==> src/rtl/decap_pkg.sv <==
// decap_pkg: shared command, select, result-count and state encodings for the decapsulation host controller
package decap_pkg;
  localparam logic [1:0] CMD_IDLE = 2'd0, CMD_INIT = 2'd1, CMD_RUN = 2'd3;
  localparam logic [1:0] SEL_C = 2'd0, SEL_SK = 2'd1, SEL_K = 2'd2, SEL_RHO = 2'd3;
  localparam int NUM_OUT = 8;
  typedef enum logic [2:0] {S_IDLE, S_INIT, S_LOAD, S_RUN, S_READ, S_DONE, S_ERR} state_t;
endpackage

==> src/rtl/decap_load_demux.sv <==
// decap_load_demux: per-memory address counters, overflow drop and registered write demux
module decap_load_demux
  import decap_pkg::*;
#(
  parameter int P_WIDTH_K = 8,
  parameter int Q_DEPTH_K = 11
) (
  input  logic                       clk,
  input  logic                       rst,
  input  logic                       clr,
  input  logic                       acc,
  input  logic [1:0]                 sel,
  input  logic [P_WIDTH_K-1:0]       data,
  output logic [3:0]                 wr_en,
  output logic [3:0][Q_DEPTH_K-1:0]  wr_addr,
  output logic [3:0][P_WIDTH_K-1:0]  wr_di,
  output logic                       drop
);
  logic [3:0][Q_DEPTH_K-1:0] cnt;
  logic [3:0]                full;
  assign drop = acc & full[sel];
  always_ff @(posedge clk)
    if (rst) begin
      wr_en   <= '0;
      wr_addr <= '0;
      wr_di   <= '0;
      cnt     <= '0;
      full    <= '0;
    end else begin
      wr_en <= '0;
      if (clr) begin
        cnt  <= '0;
        full <= '0;
      end else if (acc && !full[sel]) begin
        wr_en[sel]   <= 1'b1;
        wr_addr[sel] <= cnt[sel];
        wr_di[sel]   <= data;
        if (&cnt[sel]) full[sel] <= 1'b1;
        else cnt[sel] <= cnt[sel] + 1'b1;
      end
    end
endmodule

==> src/rtl/decap_host_ctrl.sv <==
// decap_host_ctrl: sequences init, load, run with timeout and result readout for the decapsulation core
module decap_host_ctrl
  import decap_pkg::*;
#(
  parameter int P_WIDTH_K   = 8,
  parameter int Q_DEPTH_K   = 11,
  parameter int INIT_CYCLES = 5,
  parameter int RD_LAT      = 1,
  parameter int TIMEOUT_W   = 24
) (
  input  logic                 Clk,
  input  logic                 Reset,
  input  logic                 start,
  input  logic                 in_valid,
  output logic                 in_ready,
  input  logic [1:0]           in_sel,
  input  logic [P_WIDTH_K-1:0] in_data,
  input  logic                 in_last,
  output logic [1:0]           Cmd,
  output logic                 wr_en_C,
  output logic                 wr_en_sk,
  output logic                 wr_en_k,
  output logic                 wr_en_rho,
  output logic [Q_DEPTH_K-1:0] wr_addr_C,
  output logic [Q_DEPTH_K-1:0] wr_addr_sk,
  output logic [Q_DEPTH_K-1:0] wr_addr_k,
  output logic [Q_DEPTH_K-1:0] wr_addr_rho,
  output logic [P_WIDTH_K-1:0] wr_di_C,
  output logic [P_WIDTH_K-1:0] wr_di_sk,
  output logic [P_WIDTH_K-1:0] wr_di_k,
  output logic [P_WIDTH_K-1:0] wr_di_rho,
  input  logic                 core_valid,
  output logic [2:0]           out_addr,
  input  logic [31:0]          out_r,
  input  logic [31:0]          out_k,
  output logic                 res_valid,
  input  logic                 res_ready,
  output logic [63:0]          res_data,
  output logic [2:0]           res_idx,
  output logic                 busy,
  output logic                 done,
  output logic [1:0]           err
);
  localparam logic [TIMEOUT_W-1:0] INIT_END = TIMEOUT_W'(INIT_CYCLES - 1);
  localparam logic [TIMEOUT_W-1:0] RD_END   = TIMEOUT_W'(RD_LAT);
  localparam logic [TIMEOUT_W-1:0] TO_END   = {{(TIMEOUT_W-1){1'b1}}, 1'b0};
  state_t                    state;
  logic [TIMEOUT_W-1:0]      cnt;
  logic                      fin;
  logic                      go;
  logic                      acc;
  logic                      drop;
  logic [3:0]                wr_en;
  logic [3:0][Q_DEPTH_K-1:0] wr_addr;
  logic [3:0][P_WIDTH_K-1:0] wr_di;
  assign go  = start && (state == S_IDLE || state == S_DONE || state == S_ERR);
  assign acc = in_valid && in_ready;
  decap_load_demux #(.P_WIDTH_K(P_WIDTH_K), .Q_DEPTH_K(Q_DEPTH_K)) u_demux (
    .clk(Clk), .rst(Reset), .clr(go), .acc(acc), .sel(in_sel), .data(in_data),
    .wr_en(wr_en), .wr_addr(wr_addr), .wr_di(wr_di), .drop(drop)
  );
  assign {wr_en_rho, wr_en_k, wr_en_sk, wr_en_C} = wr_en;
  assign wr_addr_C   = wr_addr[SEL_C];
  assign wr_addr_sk  = wr_addr[SEL_SK];
  assign wr_addr_k   = wr_addr[SEL_K];
  assign wr_addr_rho = wr_addr[SEL_RHO];
  assign wr_di_C     = wr_di[SEL_C];
  assign wr_di_sk    = wr_di[SEL_SK];
  assign wr_di_k     = wr_di[SEL_K];
  assign wr_di_rho   = wr_di[SEL_RHO];
  always_ff @(posedge Clk)
    if (Reset) begin
      state     <= S_IDLE;
      Cmd       <= CMD_IDLE;
      in_ready  <= 1'b0;
      out_addr  <= '0;
      res_valid <= 1'b0;
      res_data  <= '0;
      res_idx   <= '0;
      busy      <= 1'b0;
      done      <= 1'b0;
      err       <= '0;
      cnt       <= '0;
      fin       <= 1'b0;
    end else begin
      done <= 1'b0;
      if (drop) err[1] <= 1'b1;
      if (go) begin
        state <= S_INIT;
        Cmd   <= CMD_INIT;
        cnt   <= '0;
        err   <= '0;
        busy  <= 1'b1;
        fin   <= 1'b0;
      end else begin
        case (state)
          S_INIT:
            if (Cmd == CMD_INIT) begin
              if (cnt == INIT_END) Cmd <= CMD_IDLE;
              else cnt <= cnt + 1'b1;
            end else begin
              state    <= S_LOAD;
              in_ready <= 1'b1;
            end
          S_LOAD:
            if (fin) begin
              state <= S_RUN;
              Cmd   <= CMD_RUN;
              cnt   <= '0;
            end else if (acc && in_last) begin
              in_ready <= 1'b0;
              fin      <= 1'b1;
            end
          S_RUN:
            if (core_valid) begin
              Cmd      <= CMD_IDLE;
              state    <= S_READ;
              out_addr <= '0;
              cnt      <= '0;
            end else if (cnt == TO_END) begin
              err[0] <= 1'b1;
              Cmd    <= CMD_IDLE;
              state  <= S_ERR;
              busy   <= 1'b0;
            end else cnt <= cnt + 1'b1;
          S_READ:
            if (!res_valid) begin
              if (cnt == RD_END) begin
                res_data  <= {out_r, out_k};
                res_idx   <= out_addr;
                res_valid <= 1'b1;
              end else cnt <= cnt + 1'b1;
            end else if (res_ready) begin
              res_valid <= 1'b0;
              if (out_addr == 3'(NUM_OUT - 1)) begin
                done  <= 1'b1;
                busy  <= 1'b0;
                state <= S_DONE;
              end else begin
                out_addr <= out_addr + 3'd1;
                cnt      <= '0;
              end
            end
          default: ;
        endcase
      end
    end
endmodule

==> config.mk <==
export PLATFORM = sky130hd
export DESIGN_NAME = decap_host_ctrl
export DESIGN_NICKNAME = d
export VERILOG_FILES = /design/src/rtl/decap_pkg.sv /design/src/rtl/decap_load_demux.sv /design/src/rtl/decap_host_ctrl.sv
export SDC_FILE = /design/constraint.sdc
export NUM_CORES = 1
export LEC_CHECK = 0
export CAP_MARGIN = 20
export CORE_MARGIN = 3
export CORE_UTILIZATION = 30
export CTS_BUF_LIST = sky130_fd_sc_hd__clkbuf_8
export CTS_CLUSTER_SIZE = 28
export DETAILED_ROUTE_END_ITERATION = 12
export PLACE_DENSITY = 0.62
export SKIP_LAST_GASP = 1
export SLEW_MARGIN = 10
export SYNTH_ARGS = -nofsm -noshare
export SYNTH_HDL_FRONTEND = slang
export SYNTH_SLANG_ARGS = --single-unit
==> constraint.sdc <==
create_clock -name Clk -period 3.05 [get_ports Clk]
set_input_delay 0.61 -clock Clk [delete_from_list [all_inputs] [get_ports Clk]]
set_output_delay 0.61 -clock Clk [all_outputs]
set_load 0.02 [all_outputs]
==> results.sh <==
export IMPL_status="finished, final reports clean"
export IMPL_syn_nets=1168
export IMPL_reg2reg_slack_ns=0.38
export IMPL_dr_max_layer_used="met4"
export IMPL_synth_top_cell_area_share_pct=48.9
export IMPL_drtAntennaViolNets=0
export IMPL_grt_max_degree=156
export IMPL_hp_start="res_data[12]"
export IMPL_pwr_share_seq_pct=47.3
export IMPL_crit_start="in_sel[0]"
export IMPL_die_x_um=185
export IMPL_synth_seq_cells=234
export IMPL_hold_violations=0
export IMPL_syn_cell_area_um2=9580
export IMPL_cts_hold_buf=0
export IMPL_setup_viol=0
export IMPL_crit_slowest_cell="clkdlybuf4s50_1"
export IMPL_fin_skew_ns=0.0278
export IMPL_p_sw_share_pct=25.0
export IMPL_antennaDiodeCount=0
export IMPL_intPower_mw=4.95
export IMPL_end_kind="flip-flop"
export IMPL_post_synth_top_area_cell="dfxtp_1"
export IMPL_synthTopCellsByArea="dfxtp_1 49%, mux2i_1 8.7%, nand2_1 6.3%"
export IMPL_async_flop_share_pct=0
export IMPL_report_final_slew_viol_count=0
export IMPL_overflow=0
export IMPL_cp_top_family="buffers and inverters"
export IMPL_m1WireLength_um=11900
export IMPL_power_switching_mw=1.65
export IMPL_relSlewSlack_pct=39.1
export IMPL_fin_tns_setup_ns=0
export IMPL_core_area_um2=31100
export IMPL_route_detailed_drc=0
export IMPL_nNetsFinal=1417
export IMPL_dieArea_um2=34100
export IMPL_firstDrtPassIters=5
export IMPL_die_h_um=185
export IMPL_start_kind="input port"
export IMPL_grt_usage_pct=15.7
export IMPL_fmax_mhz=369
export IMPL_syn2layout_area_growth_pct=39.7
export IMPL_cp_common_cell="buf_4"
export IMPL_syn_avg_cell_area_um2=8.87
export IMPL_cts_root_buf="clkbuf_8"
export IMPL_synth_ff_type="dfxtp_1"
export IMPL_arrival_ns=3.19
export IMPL_routed_wl_um=28100
export IMPL_drv_cap=0
export IMPL_portBuffers=238
export IMPL_antenna_found_initial=0
export IMPL_cp_cell_sequence="clkdlybuf4s50_1, mux4_2, ha_1, nand2_1, o22a_1, nor4_4, a21oi_2, buf_4, buf_4, a211oi_2"
export IMPL_post_cts_buffers=0
export IMPL_multi_input_area_um2=4490
export IMPL_dr_wl_met3_um=2240
export IMPL_ys_seq_area_share_pct=48.9
export IMPL_cpPeakStageDelay_ns=0.50
export IMPL_layoutNonFillerInstCount=1751
export IMPL_synth_most_common_cell="dfxtp_1"
export IMPL_grt_pass1_vias=8223
export IMPL_power_mw=6.59
export IMPL_cp_max_fo=6
export IMPL_start_util_pct=30.8
export IMPL_synth_distinct_cells=54
export IMPL_final_area_um2=13400
export IMPL_wl_met2_um=13200
export IMPL_syn_inst=1080
export IMPL_synth_common_cells="234 x dfxtp_1, 161 x nand2_1, 156 x nor2_1, 99 x a21oi_1, 83 x mux2i_1"
export IMPL_clkTransAtPathRegs_ns=0.06
export IMPL_min_path_type="flip-flop to flip-flop"
export IMPL_rows=64
export IMPL_cts_tree="yes"
export IMPL_rsz0062_at_grt="no"
export IMPL_num_fill_cells=3071
export IMPL_initialDrtViolationCount=412
export IMPL_pin_count=239
export IMPL_synth_edf_count=0
export IMPL_crit_buf_inv=3
export IMPL_dp_cells=1680
export IMPL_final_seq_area_um2=4680
export IMPL_gp_congestion=0.817
export IMPL_clk_latency_ns=0.56
export IMPL_wl_per_cell_um=16.0
export IMPL_numCtsBuffers=43
export IMPL_cp_required_ns=3.53
export IMPL_worstReg2RegStart="state[1]"
export IMPL_pwr_share_comb_pct=8.1
export IMPL_grt_pass1_wl_um=43900
export IMPL_drive_gt1_share_pct=10.4
export IMPL_viasPerCell=4.88
export IMPL_route_vias_total=8553
export IMPL_critPathKind="input port to flip-flop"
export IMPL_p_clk_share_pct=44.6
export IMPL_p_per_area_nw_per_um2=492
export IMPL_h_tree_depth=2
export IMPL_cts_buffer_depth=3
export IMPL_layout_min_cycle_time_ns=2.71
export IMPL_hpwlAfterDp_um=18900
export IMPL_ys_warn_count=0
export IMPL_tightest_slew_ns=0.911
export IMPL_ir_drop_v=0.000342
export IMPL_total_leakage_power_nw=4.47
export IMPL_dpl_cell_area_um2=12600
export IMPL_final_period_utilization_pct=88.8
export IMPL_cts_resized=0
export IMPL_clock_sinks=234
export IMPL_hold_slack_ns=0.451
through the flow:
step	utilization, %	setup slack, ns
6_report	43.1	0.342
5_1_grt	43.1	0.159
3_5_place_dp	40.4	-0.256
3_3_place_gp	40.4	-0.179
4_1_cts	43.1	0.331
2_1_floorplan	-	0.117
kinds of logic after synthesis:
family                     after synthesis  share of synthesized area (%)
DFF                                    234                           48.9
muxes                                   95                           11.5
xor gates and xnor gates                10                          0.914
AOI/OAI and AO/OA                      199                           13.0
buffers and inverters                   95                           4.33
and+or+nand+nor                        440                           20.5
adders and majority gates                7                          0.914
worst register-to-register path: cells and delay by family (launching register included):
kind | cells | cell delay (ns)
AND/OR/NAND/NOR | 3 | 0.79
buffers and inverters | 1 | 0.30
flip-flops | 1 | 0.62
AO/OA/AOI/OAI | 2 | 0.90
layer usage:
metal,up-vias,global-route usage (%)
li1,4262,-
met1,3985,19.4
met2,255,25.6
met3,51,5.35
met4,0,5.61
met5,-,0
sequential cells by signal, indices dropped and copies added (netlist names), 4 cells and up:
name	flops
u_demux.full	4
u_demux.wr_di	32
cnt	24
res_data	64
u_demux.cnt	44
u_demux.wr_addr	44
u_demux.wr_en	4
final cells by class:
| cell class | count | area share (%) |
|---|---|---|
| clock buffers | 52 | 5.34 |
| clock inverters | 19 | 0.897 |
| inverters | 8 | 0.224 |
| multi-input cells | 751 | 33.6 |
| flip-flops and latches | 234 | 35.0 |
| well taps | 396 | 3.70 |
| repair buffers | 291 | 21.3 |
placed cells by master, fill, tap and decap left out, types with 12 or more instances in the layout:
master and n:
a211oi_1 37, a21oi_1 99, a31oi_1 13, buf_4 48, clkbuf_8 52, clkdlybuf4s50_1 237, dfxtp_1 234, inv_1 21
mux2i_1 83, mux4_2 12, nand2_1 161, nand3_1 21, nand4_1 27, nor2_1 156, nor2b_1 13, nor3_1 13
o31ai_1 20
power groups by stage:
stage | combinational (mW) | clock (mW) | sequential, mW
detailed placement | 0.536 | 0 | 3.19
global route | 0.579 | 3.18 | 3.12
CTS | 0.539 | 3.05 | 3.12
floorplan | 0.283 | 0 | 3.19
global placement | 0.532 | 0 | 3.18
finish | 0.533 | 2.94 | 3.12
worst paths after layout:
path	endpoint	cells past startpoint
setup / recovery	u_demux.cnt[22]	10
hold / removal	res_data[12]	2
setup reg to reg	u_demux.cnt[37]	6
hold reg to reg	res_data[12]	2
Power figures use the tool's default switching activity.
